==> config.mk <==
export PLATFORM = sky130hd
export DESIGN_NAME = memory_stage_access_unit
export DESIGN_NICKNAME = d
export VERILOG_FILES = /design/src/rtl/memory_stage_access_unit_pkg.sv /design/src/rtl/memory_stage_access_unit_extractor.sv /design/src/rtl/memory_stage_access_unit.sv
export SDC_FILE = /design/constraint.sdc
export NUM_CORES = 1
export LEC_CHECK = 0
export BUFFER_PORTS_ARGS = -buffer_cell sky130_fd_sc_hd__buf_2
export CAP_MARGIN = 20
export CORE_MARGIN = 5
export CORE_UTILIZATION = 40
export DETAILED_ROUTE_END_ITERATION = 16
export HOLD_SLACK_MARGIN = 0.03
export PLACE_DENSITY = 0.68
export REMOVE_ABC_BUFFERS = 1
export SLEW_MARGIN = 5
export SYNTH_ARGS = -nofsm -noshare
export SYNTH_HDL_FRONTEND = slang
export SYNTH_HIERARCHICAL = 1
export SYNTH_SLANG_ARGS = --single-unit
==> constraint.sdc <==
create_clock -name clk -period 5.1 [get_ports clk]
set_clock_uncertainty 0.05 [all_clocks]
set_input_delay 0.765 -clock clk [delete_from_list [all_inputs] [get_ports clk]]
set_output_delay 0.765 -clock clk [all_outputs]
set_load 0.02 [all_outputs]
==> src/rtl/memory_stage_access_unit_pkg.sv <==
// Opcodes, FSM state type and store-lane helpers shared by the memory-stage access unit.
package mips_mem_pkg;

    localparam logic [5:0] LB  = 6'h20;
    localparam logic [5:0] LH  = 6'h21;
    localparam logic [5:0] LWL = 6'h22;
    localparam logic [5:0] LW  = 6'h23;
    localparam logic [5:0] LBU = 6'h24;
    localparam logic [5:0] LHU = 6'h25;
    localparam logic [5:0] LWR = 6'h26;
    localparam logic [5:0] SB  = 6'h28;
    localparam logic [5:0] SH  = 6'h29;
    localparam logic [5:0] SW  = 6'h2B;

    typedef enum logic [1:0] {
        IDLE = 2'd0,
        REQ  = 2'd1,
        RESP = 2'd2,
        DONE = 2'd3
    } mem_state_t;

    // Byte loads/stores and LWL/LWR can never be misaligned; anything unrecognised is word width.
    function automatic logic is_misaligned(input logic is_load, input logic [5:0] op,
                                           input logic [1:0] b);
        logic narrow;
        logic half;
        logic result;
        if (is_load) begin
            narrow = (op == LB) || (op == LBU) || (op == LWL) || (op == LWR);
            half   = (op == LH) || (op == LHU);
        end else begin
            narrow = (op == SB);
            half   = (op == SH);
        end
        if (narrow) begin
            result = 1'b0;
        end else if (half) begin
            result = b[0];
        end else begin
            result = (b != 2'b00);
        end
        return result;
    endfunction

    function automatic logic [3:0] store_byteenable(input logic [5:0] op, input logic [1:0] b);
        logic [3:0] be;
        case (op)
            SB:      be = 4'b0001 << b;
            SH:      be = b[1] ? 4'b1100 : 4'b0011;
            default: be = 4'b1111;
        endcase
        return be;
    endfunction

    // Replicating the datum onto every lane lets the byteenable alone select the target bytes.
    function automatic logic [31:0] store_writedata(input logic [5:0] op, input logic [31:0] rt);
        logic [31:0] wd;
        case (op)
            SB:      wd = {4{rt[7:0]}};
            SH:      wd = {2{rt[15:0]}};
            default: wd = rt;
        endcase
        return wd;
    endfunction

endpackage

==> src/rtl/memory_stage_access_unit_extractor.sv <==
// Combinational load alignment: picks the addressed byte/half, extends it, or merges LWL/LWR with rt.
module load_data_extractor
    import mips_mem_pkg::*;
(
    input  logic [5:0]  op,
    input  logic [1:0]  b,
    input  logic [31:0] readdata,
    input  logic [31:0] rt,
    output logic [31:0] result
);

    logic [7:0]  lane [4];
    logic [7:0]  sel_byte;
    logic [15:0] sel_half;
    logic [31:0] lwl_keep;
    logic [31:0] lwr_keep;

    for (genvar gi = 0; gi < 4; gi++) begin : g_lane
        assign lane[gi] = readdata[8*gi +: 8];
    end

    always_comb begin
        sel_byte = lane[b];
        sel_half = b[1] ? readdata[31:16] : readdata[15:0];

        // rt bytes that survive the unaligned merge
        case (b)
            2'd0:    begin lwl_keep = 32'h00FF_FFFF; lwr_keep = 32'h0000_0000; end
            2'd1:    begin lwl_keep = 32'h0000_FFFF; lwr_keep = 32'hFF00_0000; end
            2'd2:    begin lwl_keep = 32'h0000_00FF; lwr_keep = 32'hFFFF_0000; end
            default: begin lwl_keep = 32'h0000_0000; lwr_keep = 32'hFFFF_FF00; end
        endcase

        case (op)
            LB:      result = {{24{sel_byte[7]}}, sel_byte};
            LBU:     result = {24'h00_0000, sel_byte};
            LH:      result = {{16{sel_half[15]}}, sel_half};
            LHU:     result = {16'h0000, sel_half};
            LWL:     result = (readdata << {~b, 3'b000}) | (rt & lwl_keep);
            LWR:     result = (readdata >> {b, 3'b000}) | (rt & lwr_keep);
            default: result = readdata;
        endcase
    end

endmodule

==> src/rtl/memory_stage_access_unit.sv <==
// Memory-stage bus master: one Avalon-style transaction per load/store, stalling the pipe until done.
module memory_stage_access_unit
    import mips_mem_pkg::*;
#(
    parameter int unsigned WAIT_TIMEOUT = 1024
) (
    input  logic        clk,
    input  logic        reset,
    input  logic        memory_to_register_memory,
    input  logic        memory_write_memory,
    input  logic        HALT_memory,
    input  logic [5:0]  op_memory,
    input  logic [31:0] ALU_output_memory,
    input  logic [31:0] write_data_memory,
    output logic [31:0] data_address,
    output logic        data_read,
    output logic        data_write,
    output logic [3:0]  data_byteenable,
    output logic [31:0] data_writedata,
    input  logic        data_waitrequest,
    input  logic [31:0] data_readdata,
    output logic        stall_memory,
    output logic [31:0] load_data_memory,
    output logic        address_error,
    output logic        bus_timeout
);

    localparam int unsigned CNT_W = $clog2(WAIT_TIMEOUT + 2);
    localparam logic [CNT_W-1:0] TIMEOUT_LAST =
        CNT_W'((WAIT_TIMEOUT == 0) ? 0 : WAIT_TIMEOUT - 1);

    mem_state_t state_q, state_d;
    logic [CNT_W-1:0] timeout_cnt_q, timeout_cnt_d;
    logic        data_read_q, data_read_d;
    logic        data_write_q, data_write_d;
    logic [3:0]  byteenable_q, byteenable_d;
    logic [31:0] address_q, address_d;
    logic [31:0] writedata_q, writedata_d;
    logic [5:0]  op_q, op_d;
    logic [1:0]  b_q, b_d;
    logic [31:0] rt_q, rt_d;
    logic        is_load_q, is_load_d;
    logic [31:0] load_data_q, load_data_d;
    logic        address_error_q, address_error_d;
    logic        bus_timeout_q, bus_timeout_d;

    logic        access;
    logic        req_is_load;
    logic [1:0]  req_b;
    logic [31:0] extracted;

    assign access      = (memory_to_register_memory | memory_write_memory) & ~HALT_memory;
    assign req_is_load = memory_to_register_memory;
    assign req_b       = ALU_output_memory[1:0];

    load_data_extractor u_extractor (
        .op       (op_q),
        .b        (b_q),
        .readdata (data_readdata),
        .rt       (rt_q),
        .result   (extracted)
    );

    always_comb begin
        state_d         = state_q;
        timeout_cnt_d   = timeout_cnt_q;
        data_read_d     = data_read_q;
        data_write_d    = data_write_q;
        byteenable_d    = byteenable_q;
        address_d       = address_q;
        writedata_d     = writedata_q;
        op_d            = op_q;
        b_d             = b_q;
        rt_d            = rt_q;
        is_load_d       = is_load_q;
        load_data_d     = load_data_q;
        address_error_d = 1'b0;
        bus_timeout_d   = 1'b0;

        case (state_q)
            IDLE: begin
                if (access) begin
                    if (is_misaligned(req_is_load, op_memory, req_b)) begin
                        state_d         = DONE;
                        address_error_d = 1'b1;
                        if (req_is_load) begin
                            load_data_d = 32'h0000_0000;
                        end
                    end else begin
                        state_d       = REQ;
                        timeout_cnt_d = '0;
                        address_d     = {ALU_output_memory[31:2], 2'b00};
                        op_d          = op_memory;
                        b_d           = req_b;
                        rt_d          = write_data_memory;
                        is_load_d     = req_is_load;
                        data_read_d   = req_is_load;
                        data_write_d  = ~req_is_load;
                        byteenable_d  = req_is_load ? 4'b1111
                                                    : store_byteenable(op_memory, req_b);
                        writedata_d   = req_is_load ? 32'h0000_0000
                                                    : store_writedata(op_memory, write_data_memory);
                    end
                end
            end
            REQ: begin
                if (!data_waitrequest) begin
                    data_read_d  = 1'b0;
                    data_write_d = 1'b0;
                    state_d      = is_load_q ? RESP : DONE;
                end else if ((WAIT_TIMEOUT != 0) && (timeout_cnt_q == TIMEOUT_LAST)) begin
                    data_read_d   = 1'b0;
                    data_write_d  = 1'b0;
                    state_d       = DONE;
                    bus_timeout_d = 1'b1;
                    if (is_load_q) begin
                        load_data_d = 32'h0000_0000;
                    end
                end else begin
                    timeout_cnt_d = timeout_cnt_q + CNT_W'(1);
                end
            end
            RESP: begin
                load_data_d = extracted;
                state_d     = DONE;
            end
            default: begin
                state_d = IDLE;
            end
        endcase
    end

    always_ff @(posedge clk or posedge reset) begin
        if (reset) begin
            state_q         <= IDLE;
            timeout_cnt_q   <= '0;
            data_read_q     <= 1'b0;
            data_write_q    <= 1'b0;
            byteenable_q    <= 4'b0000;
            address_q       <= 32'h0000_0000;
            writedata_q     <= 32'h0000_0000;
            op_q            <= 6'h00;
            b_q             <= 2'b00;
            rt_q            <= 32'h0000_0000;
            is_load_q       <= 1'b0;
            load_data_q     <= 32'h0000_0000;
            address_error_q <= 1'b0;
            bus_timeout_q   <= 1'b0;
        end else begin
            state_q         <= state_d;
            timeout_cnt_q   <= timeout_cnt_d;
            data_read_q     <= data_read_d;
            data_write_q    <= data_write_d;
            byteenable_q    <= byteenable_d;
            address_q       <= address_d;
            writedata_q     <= writedata_d;
            op_q            <= op_d;
            b_q             <= b_d;
            rt_q            <= rt_d;
            is_load_q       <= is_load_d;
            load_data_q     <= load_data_d;
            address_error_q <= address_error_d;
            bus_timeout_q   <= bus_timeout_d;
        end
    end

    // Stall drops only in DONE so the pipeline advances exactly once per access.
    assign stall_memory     = access & (state_q != DONE);
    assign data_address     = address_q;
    assign data_read        = data_read_q;
    assign data_write       = data_write_q;
    assign data_byteenable  = byteenable_q;
    assign data_writedata   = writedata_q;
    assign load_data_memory = load_data_q;
    assign address_error    = address_error_q;
    assign bus_timeout      = bus_timeout_q;

endmodule

Yosys cells after proc, flatten, opt, wreduce, memory -nomap -nowiden --
Index checks and enable logic that the tools add are counted.
Word-level totals: output and inout bits 105, logic and storage cells 128, bits in registers 156, input bits 108
Cells by class: shifts and indexed selects 3, magnitude comparators 1, reductions and logical operators 14, muxes and demuxes 54, add/subtract/negate cells 1, bitwise operators 12, equal/unequal tests 29
Operator list (count):
- $mux 32 | 7
- $pmux 32 s3 | 2
- $pmux 32 s6 | 1
- $eq 6x6->1 const B | 14
- $pmux 24 s3 | 1
- $or 32x32->32 | 2
- $pmux 32 s2 | 1
- $mux 11 | 4
- $and 32x24->32 | 1
- $and 32x32->32 | 1
- $shl 32x5->32 | 1
- $shr 32x5->32 | 1
- $mux 1 | 23
- $pmux 11 s2 | 1
- $ne 2x2->1 const B | 9
- $bmux 8 s2 | 1
- $mux 16 | 1
- $mux 8 | 2
- $add 11x1->11 const B | 1
- $eq 11x10->1 const B | 1
- $mux 2 | 4
- $mux 4 | 2
- $pmux 4 s2 | 1
- $reduce_and 7->1 | 1
- other kinds (20) | 31

Logic depth before layout (Yosys ltp) --
Gate-level depths: netlist of run 1.
depth in word-level cells 13, mapped depth 9, mapped depth without buffers 7

Modules after synthesis --
Netlist of run 1, hierarchy kept.
By module, submodules not included:
- memory_stage_access_unit | cells an instance 602, instances 1, sequential area each 3903.7 um2, area an instance 7130.6 um2
- load_data_extractor | cells an instance 227, instances 1, sequential area each 0.0 um2, area an instance 1978.1 um2

Least setup slack after synthesis of run 1 --
No wires, ideal clock.
path type input to output, start input port memory_to_register_memory, end output port stall_memory, required time 4285 ps, arrival 1706 ps, stages on the path 4, slack 2579 ps, path buffers 2, path through clkbuf_1 > clkbuf_1 > o21bai_1 > nor2_1
On the way: longest elaborated chain between the ends 3
RTL lines:
- start: declaration | line memory_stage_access_unit.sv:9 | input logic memory_to_register_memory,
- $or 1x1->1 | line memory_stage_access_unit.sv:52 | assign access = (memory_to_register_memory | memory_write_memory) & ~HALT_memory;
- $and 1x1->1 | line memory_stage_access_unit.sv:52
- $and 1x1->1 | line memory_stage_access_unit.sv:168 | assign stall_memory = access & (state_q != DONE);
- end: declaration | line memory_stage_access_unit.sv:22 | output logic stall_memory,
Every way passes these cells.

Worst setup path after layout of run 1 --
start input port memory_to_register_memory, end register rt_q[31]
On the way: longest elaborated chain between the ends 9, elaborated cells on any way between the ends 14, those cells by class 10 x mux; 3 x bitwise; 1 x reduce/logical
RTL lines:
- $mux 1 | line memory_stage_access_unit_pkg.sv:28 | if (is_load) begin
- $mux 1 | line memory_stage_access_unit.sv:82 | if (access) begin
- $mux 1 | line memory_stage_access_unit.sv:80 | case (state_q)
- $mux 1 | line memory_stage_access_unit_pkg.sv:37 | end else if (half) begin
- $mux 1 | line memory_stage_access_unit_pkg.sv:35 | if (narrow) begin
- $mux 1 | line memory_stage_access_unit.sv:82
- $mux 1 | line memory_stage_access_unit.sv:80
- $not 1->1 (no line)
- $reduce_and 3->1 (no line) *
- end signal: assignment | line memory_stage_access_unit.sv:159 | rt_q <= rt_d;
- end: declaration | line memory_stage_access_unit.sv:41 | logic [31:0] rt_q, rt_d;
Mark *: on every way between the ends. The rest lies on a longest branch, timed or not. The select of a mux whose other input is x is not followed. A chain may end at the register's enable or synchronous reset.

==> results of run 1 <==
## metrics by stage
step | hold WS (ns) | setup WS, ns | total power, mW | utilization, % | instances
finish | 0.4298 | 1.823 | 6.610 | 48.47 | 1303
CTS | 0.4344 | 1.840 | 6.634 | 48.47 | 1303
global placement | 0.4278 | 1.440 | 5.148 | 45.56 | 1271
detailed placement | 0.4225 | 1.407 | 5.211 | 45.63 | 1272
global route | 0.4451 | 1.678 | 7.008 | 48.47 | 1303
floorplan | 0.3951 | 0.07849 | 4.263 | - | 766
## synthesized netlist by cell type (2+ instances only)
master     instances
o21ai_1            2
nor3_1             3
o31ai_1           10
nand4_1            4
buf_6             13
nor2b_1            3
buf_4              3
mux2i_1           84
buf_1              3
a211o_1            3
buf_2             15
a211oi_1           6
nand3_1           17
o211a_1            4
dfrtp_1          156
clkbuf_1          29
nand2_1           69
a22o_1             2
a21oi_1           18
a32o_1             3
nand2b_1           5
or3_1              2
nor3b_1            2
mux4_2            20
nor2_1            18
o211ai_1           7
o2bb2ai_1         10
and3_1             6
a31oi_1            9
nor4b_1            2
o32a_1             6
and4_1             2
mux2_4            36
o22a_1            14
o21ai_0           92
ha_1               5
mux2_2            51
o21a_1             2
a221o_1           10
a21boi_0           2
and2_1             4
inv_1             44
o22ai_1           10
## layer usage
layer | vias up | GRT usage (%) | share of wire, %
met5 | - | 0 | 0.17
li1 | 3416 | - | -
met4 | 8 | 5.661 | 2.2
met1 | 3627 | 26.42 | 42
met3 | 48 | 6.980 | 8.9
met2 | 338 | 31.52 | 47
## where the power goes
group	switching, mW	internal, mW
registers	0.407	1.75
clock network	0.516	0.882
logic	1.70	1.35
## cells by family (layout without fill, tap and decap cells)
| kind of cell | after synthesis | count (layout) | synth area share [%] |
|---|---|---|---|
| multiplexers | 191 | 191 | 26.41 |
| AND/OR/NAND/NOR | 150 | 150 | 8.242 |
| other | 1 | 2 | 0.04117 |
| AO/OA/AOI/OAI | 218 | 218 | 15.89 |
| flip-flops | 156 | 156 | 42.86 |
| adder cells (fa/ha/maj) | 5 | 5 | 0.6868 |
| buffers and inverters | 108 | 296 | 5.865 |
## registers in the layout (all words and copies together) (netlist names)
signal	flops
bus_timeout	1
load_data_memory	32
address_error	1
b_q	2
timeout_cnt_q	11
data_writedata	32
rt_q	32
data_address	30
op_q	6
is_load_q	1
data_byteenable	4
data_read	1
data_write	1
state_q	2
## area by class of cell
class                      count  area share (%)
sequential                   156           35.82
tap                          285           3.269
inverter                      44           1.560
timing repair buffer         221           10.46
multi-input combinational    566           43.03
clock inverter                10           1.732
clock buffer                  21           4.130
## critical path, cell delays in order
cell     delay [ns]
buf_2          0.41
nor4b_1        0.15
o21a_1         0.21
a21oi_2        0.56
or2_4          0.94
mux2_2         0.42
## worst paths after layout
path	start	end	slack, ns
worst max-delay path	memory_to_register_memory	rt_q[31]$_DFFE_PP0P_	1.82
worst min-delay path	timeout_cnt_q[6]$_DFFE_PP0P_	timeout_cnt_q[6]$_DFFE_PP0P_	0.43
worst max register to register	op_q[0]$_DFFE_PP0P_	load_data_memory[0]$_DFFE_PP0P_	2.12
worst min register to register	timeout_cnt_q[6]$_DFFE_PP0P_	timeout_cnt_q[6]$_DFFE_PP0P_	0.43
max in group asynchronous	reset	load_data_memory[27]$_DFFE_PP0P_	3.50
min in group asynchronous	reset	data_address[17]$_DFFE_PP0P_	0.45
==> flow_metrics.py, run 1 <==
metrics = {
    "min_path": {
        "hold_class": "reg2reg",
        "hold_depth": 1,
    },
    "sta": {
        "tightest_slew_ns": 1.078,
        "maxSlewViolCount": 0,
        "finalCritPeriodShare_pct": 64.25,
        "hold_viol_final": 0,
        "finalSetupTns_ns": 0,
        "fmax_mhz": 305.2,
        "maxSlewHeadroom_pct": 28.12,
        "rsz0062_at_grt": "false",
        "finalSetupViolations": 0,
        "layout_min_cycle_time_ns": 3.277,
    },
    "status": {
        "status": "finished, final reports clean",
    },
    "yosys": {
        "ys_seq_elements": 156,
        "yosysTopAreaCell": "dfrtp_1",
        "synth_area_leaders": "dfrtp_1, mux2i_1, mux2_2, mux2_4, o21ai_0",
        "syn_area_um2": 9109,
        "yosysSeqAreaShare_pct": 42.86,
        "yosysWarnings": 6,
        "yosysUniqueCellTypes": 66,
        "synthArstFlopShare_pct": 100.0,
        "synth_flop_cell": "dfrtp_1",
        "syn_avg_cell_area_um2": 10.99,
        "synth_cells": 829,
        "synth_edf_count": 0,
        "synth_top_area_share_pct": 42.86,
    },
    "clock_tree": {
        "worstSkewPairLatency_ns": 0.42,
        "cts.path.max_buffers": 2,
        "postCtsSetupBuffers": 0,
        "cts_sinks": 156,
        "cts_root_buffer": "clkbuf_16",
        "ctsHtreeMaxLevel": 4,
        "cts_buffers": 17,
        "cts_tree": "yes",
        "cts_resized": 0,
        "hold_buffers": 0,
        "clk_pin_slew_ns": 0.07,
    },
    "routing": {
        "drc": 0,
        "drt_iter0_markers": 562,
        "wire_per_inst_um": 20.18,
        "vias_per_cell": 5.708,
        "ant_nets": 0,
        "num_vias": 7437,
        "dr.pass1.iters": 5,
        "drt_wl_total_mm": 26.29,
    },
    "finish": {
        "final_common_cell": "buf_2",
        "most-common-layout-cells": "buf_2, dfrtp_1, o21ai_0",
        "drive_above_1_share_pct": 36.35,
        "area_growth_pct": 19.74,
        "seq_area_um2": 3906,
        "fin_area_um2": 10910,
        "antenna_cells": 0,
        "fill_cells": 2062,
        "multi_input_area_um2": 4693,
        "nets": 1119,
    },
    "grt": {
        "overflow": 0,
        "grt_pass1_vias": 7520,
        "grt_use_total_pct": 20.05,
        "antenna_found_initial": 4,
        "grt_pass1_wl_mm": 41.97,
        "grt_max_degree": 90,
    },
    "floorplanning": {
        "die_y_um": 160.9,
        "die-area_um2": 25890,
        "die_x_um": 160.9,
        "start_util_pct": 40.48,
        "rows": 55,
        "core_area_um2": 22500,
        "ios": 213,
    },
    "placement": {
        "portBuffers": 210,
        "gp_congestion": 0.8805,
        "placed_area_um2": 10270,
        "dp_hpwl_mm": 18.87,
    },
    "critical_path": {
        "cp.arrival_ns": 3.53,
        "r2r_cells": 6,
        "crit_type": "in2reg",
        "start_kind": "primary input",
        "crit_path_max_fanout": 73,
        "critical_path_required_ns": 5.35,
        "end_kind": "flop",
    },
    "power": {
        "p_leak_nw": 5.194,
        "power_density_nw_per_um2": 606.1,
        "ir_drop_mv": 0.3223,
    },
    "job": {
        "drv_cap": 0,
    },
}
No activity file was read; power rests on OpenSTA's default activity.
==> inputs of run 2 (changes only) <==
--- a/config.mk
+++ b/config.mk
@@ -11,7 +11,7 @@
 export CORE_UTILIZATION = 40
 export DETAILED_ROUTE_END_ITERATION = 16
 export HOLD_SLACK_MARGIN = 0.03
-export PLACE_DENSITY = 0.68
+export PLACE_DENSITY = 0.65
 export REMOVE_ABC_BUFFERS = 1
 export SLEW_MARGIN = 5
 export SYNTH_ARGS = -nofsm -noshare
==> constraint.sdc (replaced) <==
create_clock -name clk -period 3.3 [get_ports clk]
set_clock_uncertainty 0.05 [all_clocks]
set_input_delay 0.495 -clock clk [delete_from_list [all_inputs] [get_ports clk]]
set_output_delay 0.495 -clock clk [all_outputs]
set_load 0.02 [all_outputs]
==> flow_metrics.py, run 2 (synthesis gave the netlist of run 1 again) <==
metrics = {
    "power": {
        "sw_frac_of_total_pct": 39.93,
        "switching_power_mw": 4.053,
        "ir_drop_mv": 0.4494,
        "p_leak_nw": 5.266,
        "p_int_mw": 6.097,
        "combPwrFrac_pct": 47.7,
        "power_density_nw_per_um2": 920.9,
        "clkPwrFrac_pct": 19.8,
        "p_seq_share_pct": 32.5,
    },
    "clock_tree": {
        "cts_buffers": 17,
        "cts_resized": 0,
        "clk_pin_slew_ns": 0.06,
        "ctsHtreeMaxLevel": 4,
        "postCtsSetupBuffers": 0,
        "cts_sinks": 156,
        "worstSkewPairLatency_ns": 0.43,
        "hold_buffers": 0,
        "cts_root_buffer": "clkbuf_16",
        "cts.path.max_buffers": 2,
        "cts_tree": "yes",
    },
    "floorplanning": {
        "core_area_um2": 22500,
        "die_x_um": 160.9,
        "rows": 55,
        "start_util_pct": 40.48,
        "die_y_um": 160.9,
        "ios": 213,
        "die-area_um2": 25890,
    },
    "finish": {
        "most-common-layout-cells": "buf_2, dfrtp_1, o21ai_0",
        "antenna_cells": 0,
        "final_common_cell": "buf_2",
        "nets": 1133,
        "final_cells": 1315,
        "drive_above_1_share_pct": 37.28,
        "area_growth_pct": 20.99,
        "fin_area_um2": 11020,
    },
    "critical_path": {
        "end_kind": "flop",
        "crit_path_max_fanout": 36,
        "critical_path_required_ns": 3.57,
        "worst-r2r-setup-slack_ns": 0.91,
        "crit_start": "state_q[0]$_DFFE_PP0P_",
        "start_kind": "flop",
        "cp-endpoint": "data_address[12]$_DFFE_PP0P_",
        "r2r_cells": 5,
        "cp.arrival_ns": 2.66,
        "timing.rr.start": "state_q[0]$_DFFE_PP0P_",
        "r2r_end": "data_address[12]$_DFFE_PP0P_",
        "crit_type": "reg2reg",
    },
    "grt": {
        "antenna_found_initial": 3,
        "grt_max_degree": 79,
        "grt_pass1_vias": 7430,
        "overflow": 0,
        "grt_pass1_wl_mm": 42.31,
        "grt_use_total_pct": 20.42,
    },
    "placement": {
        "dp.cells": 1286,
        "portBuffers": 210,
        "dp_hpwl_mm": 18.92,
        "placed_area_um2": 10430,
        "gp_congestion": 0.8751,
    },
    "routing": {
        "met3_length_mm": 2.263,
        "dr_wl_met2_mm": 12.16,
        "ant_nets": 0,
        "top_layer": "met5",
        "drc": 0,
        "wire_per_inst_um": 20.12,
        "drt_iter0_markers": 553,
        "num_vias": 7371,
        "vias_per_cell": 5.605,
        "dr.pass1.iters": 6,
        "drt_wl_total_mm": 26.46,
        "routedLengthMet1_mm": 11.62,
    },
    "status": {
        "status": "finished, final reports clean",
    },
    "sta": {
        "rsz0062_at_grt": "false",
        "maxSlewViolCount": 0,
        "finalCritPeriodShare_pct": 72.56,
        "tightest_slew_ns": 0.9547,
        "finalSetupTns_ns": 0,
        "maxSlewHeadroom_pct": 36.20,
        "layout_min_cycle_time_ns": 2.394,
        "finalSetupViolations": 0,
        "fmax_mhz": 417.6,
        "hold_viol_final": 0,
    },
    "job": {
        "drv_cap": 0,
    },
    "min_path": {
        "hold_class": "in2async",
    },
}
## run 2: worst max-delay path, cell delays in order (launching register included)
cell and delay, ns:
dfrtp_1 0.41, inv_1 0.10, ha_1 0.37, nand2_1 0.17, nor2_4 0.75, mux2_2 0.42
## run 2: how the worst min path moves through the flow
stage / end / slack (ns) / cells past startpoint
floorplan: timeout_cnt_q[6]$_DFFE_PP0P_ / 0.40 / 1
detailed placement: timeout_cnt_q[6]$_DFFE_PP0P_ / 0.43 / 1
finish: data_address[15]$_DFFE_PP0P_ / 0.14 / 2
global placement: timeout_cnt_q[6]$_DFFE_PP0P_ / 0.42 / 1
global route: data_address[14]$_DFFE_PP0P_ / 0.21 / 2
CTS: data_address[29]$_DFFE_PP0P_ / 0.18 / 2
## run 2: metrics by stage
| step | setup WS, ns | hold WS, ns | power, mW | utilization (%) |
|---|---|---|---|---|
| floorplan | -1.452 | 0.3951 | 6.588 | - |
| global placement | 0.5435 | 0.4246 | 8.077 | 46.34 |
| detailed placement | 0.5470 | 0.4290 | 8.166 | 46.34 |
| CTS | 0.8639 | 0.1766 | 10.22 | 48.97 |
| global route | 0.6903 | 0.2084 | 10.79 | 48.97 |
| finish | 0.9056 | 0.1430 | 10.15 | 48.97 |
## run 2: final cells by class
class	instances	area (µm²)
Fill cell	2097	11480
Clock buffer	24	511.7
Sequential cell	156	3906
Inverter	44	170.2
Multi-Input combinational cell	566	4693
Clock inverter	5	81.33
Tap cell	285	356.6
Timing Repair Buffer	235	1301
## run 2: power by group through the flow
stage               registers [mW]  logic [mW]  clock network (mW)
floorplan                     3.95        2.64                   0
global placement              3.30        4.78                   0
detailed placement            3.32        4.85                   0
CTS                           3.30        4.88                2.05
global route                  3.40        5.26                2.13
finish                        3.30        4.84                2.01
## run 2: layer usage
layer / vias to the layer above / global-route usage, %
li1: 3445 / -
met1: 3578 / 28.58
met2: 307 / 31.12
met3: 37 / 6.415
met4: 4 / 4.808
met5: - / 0
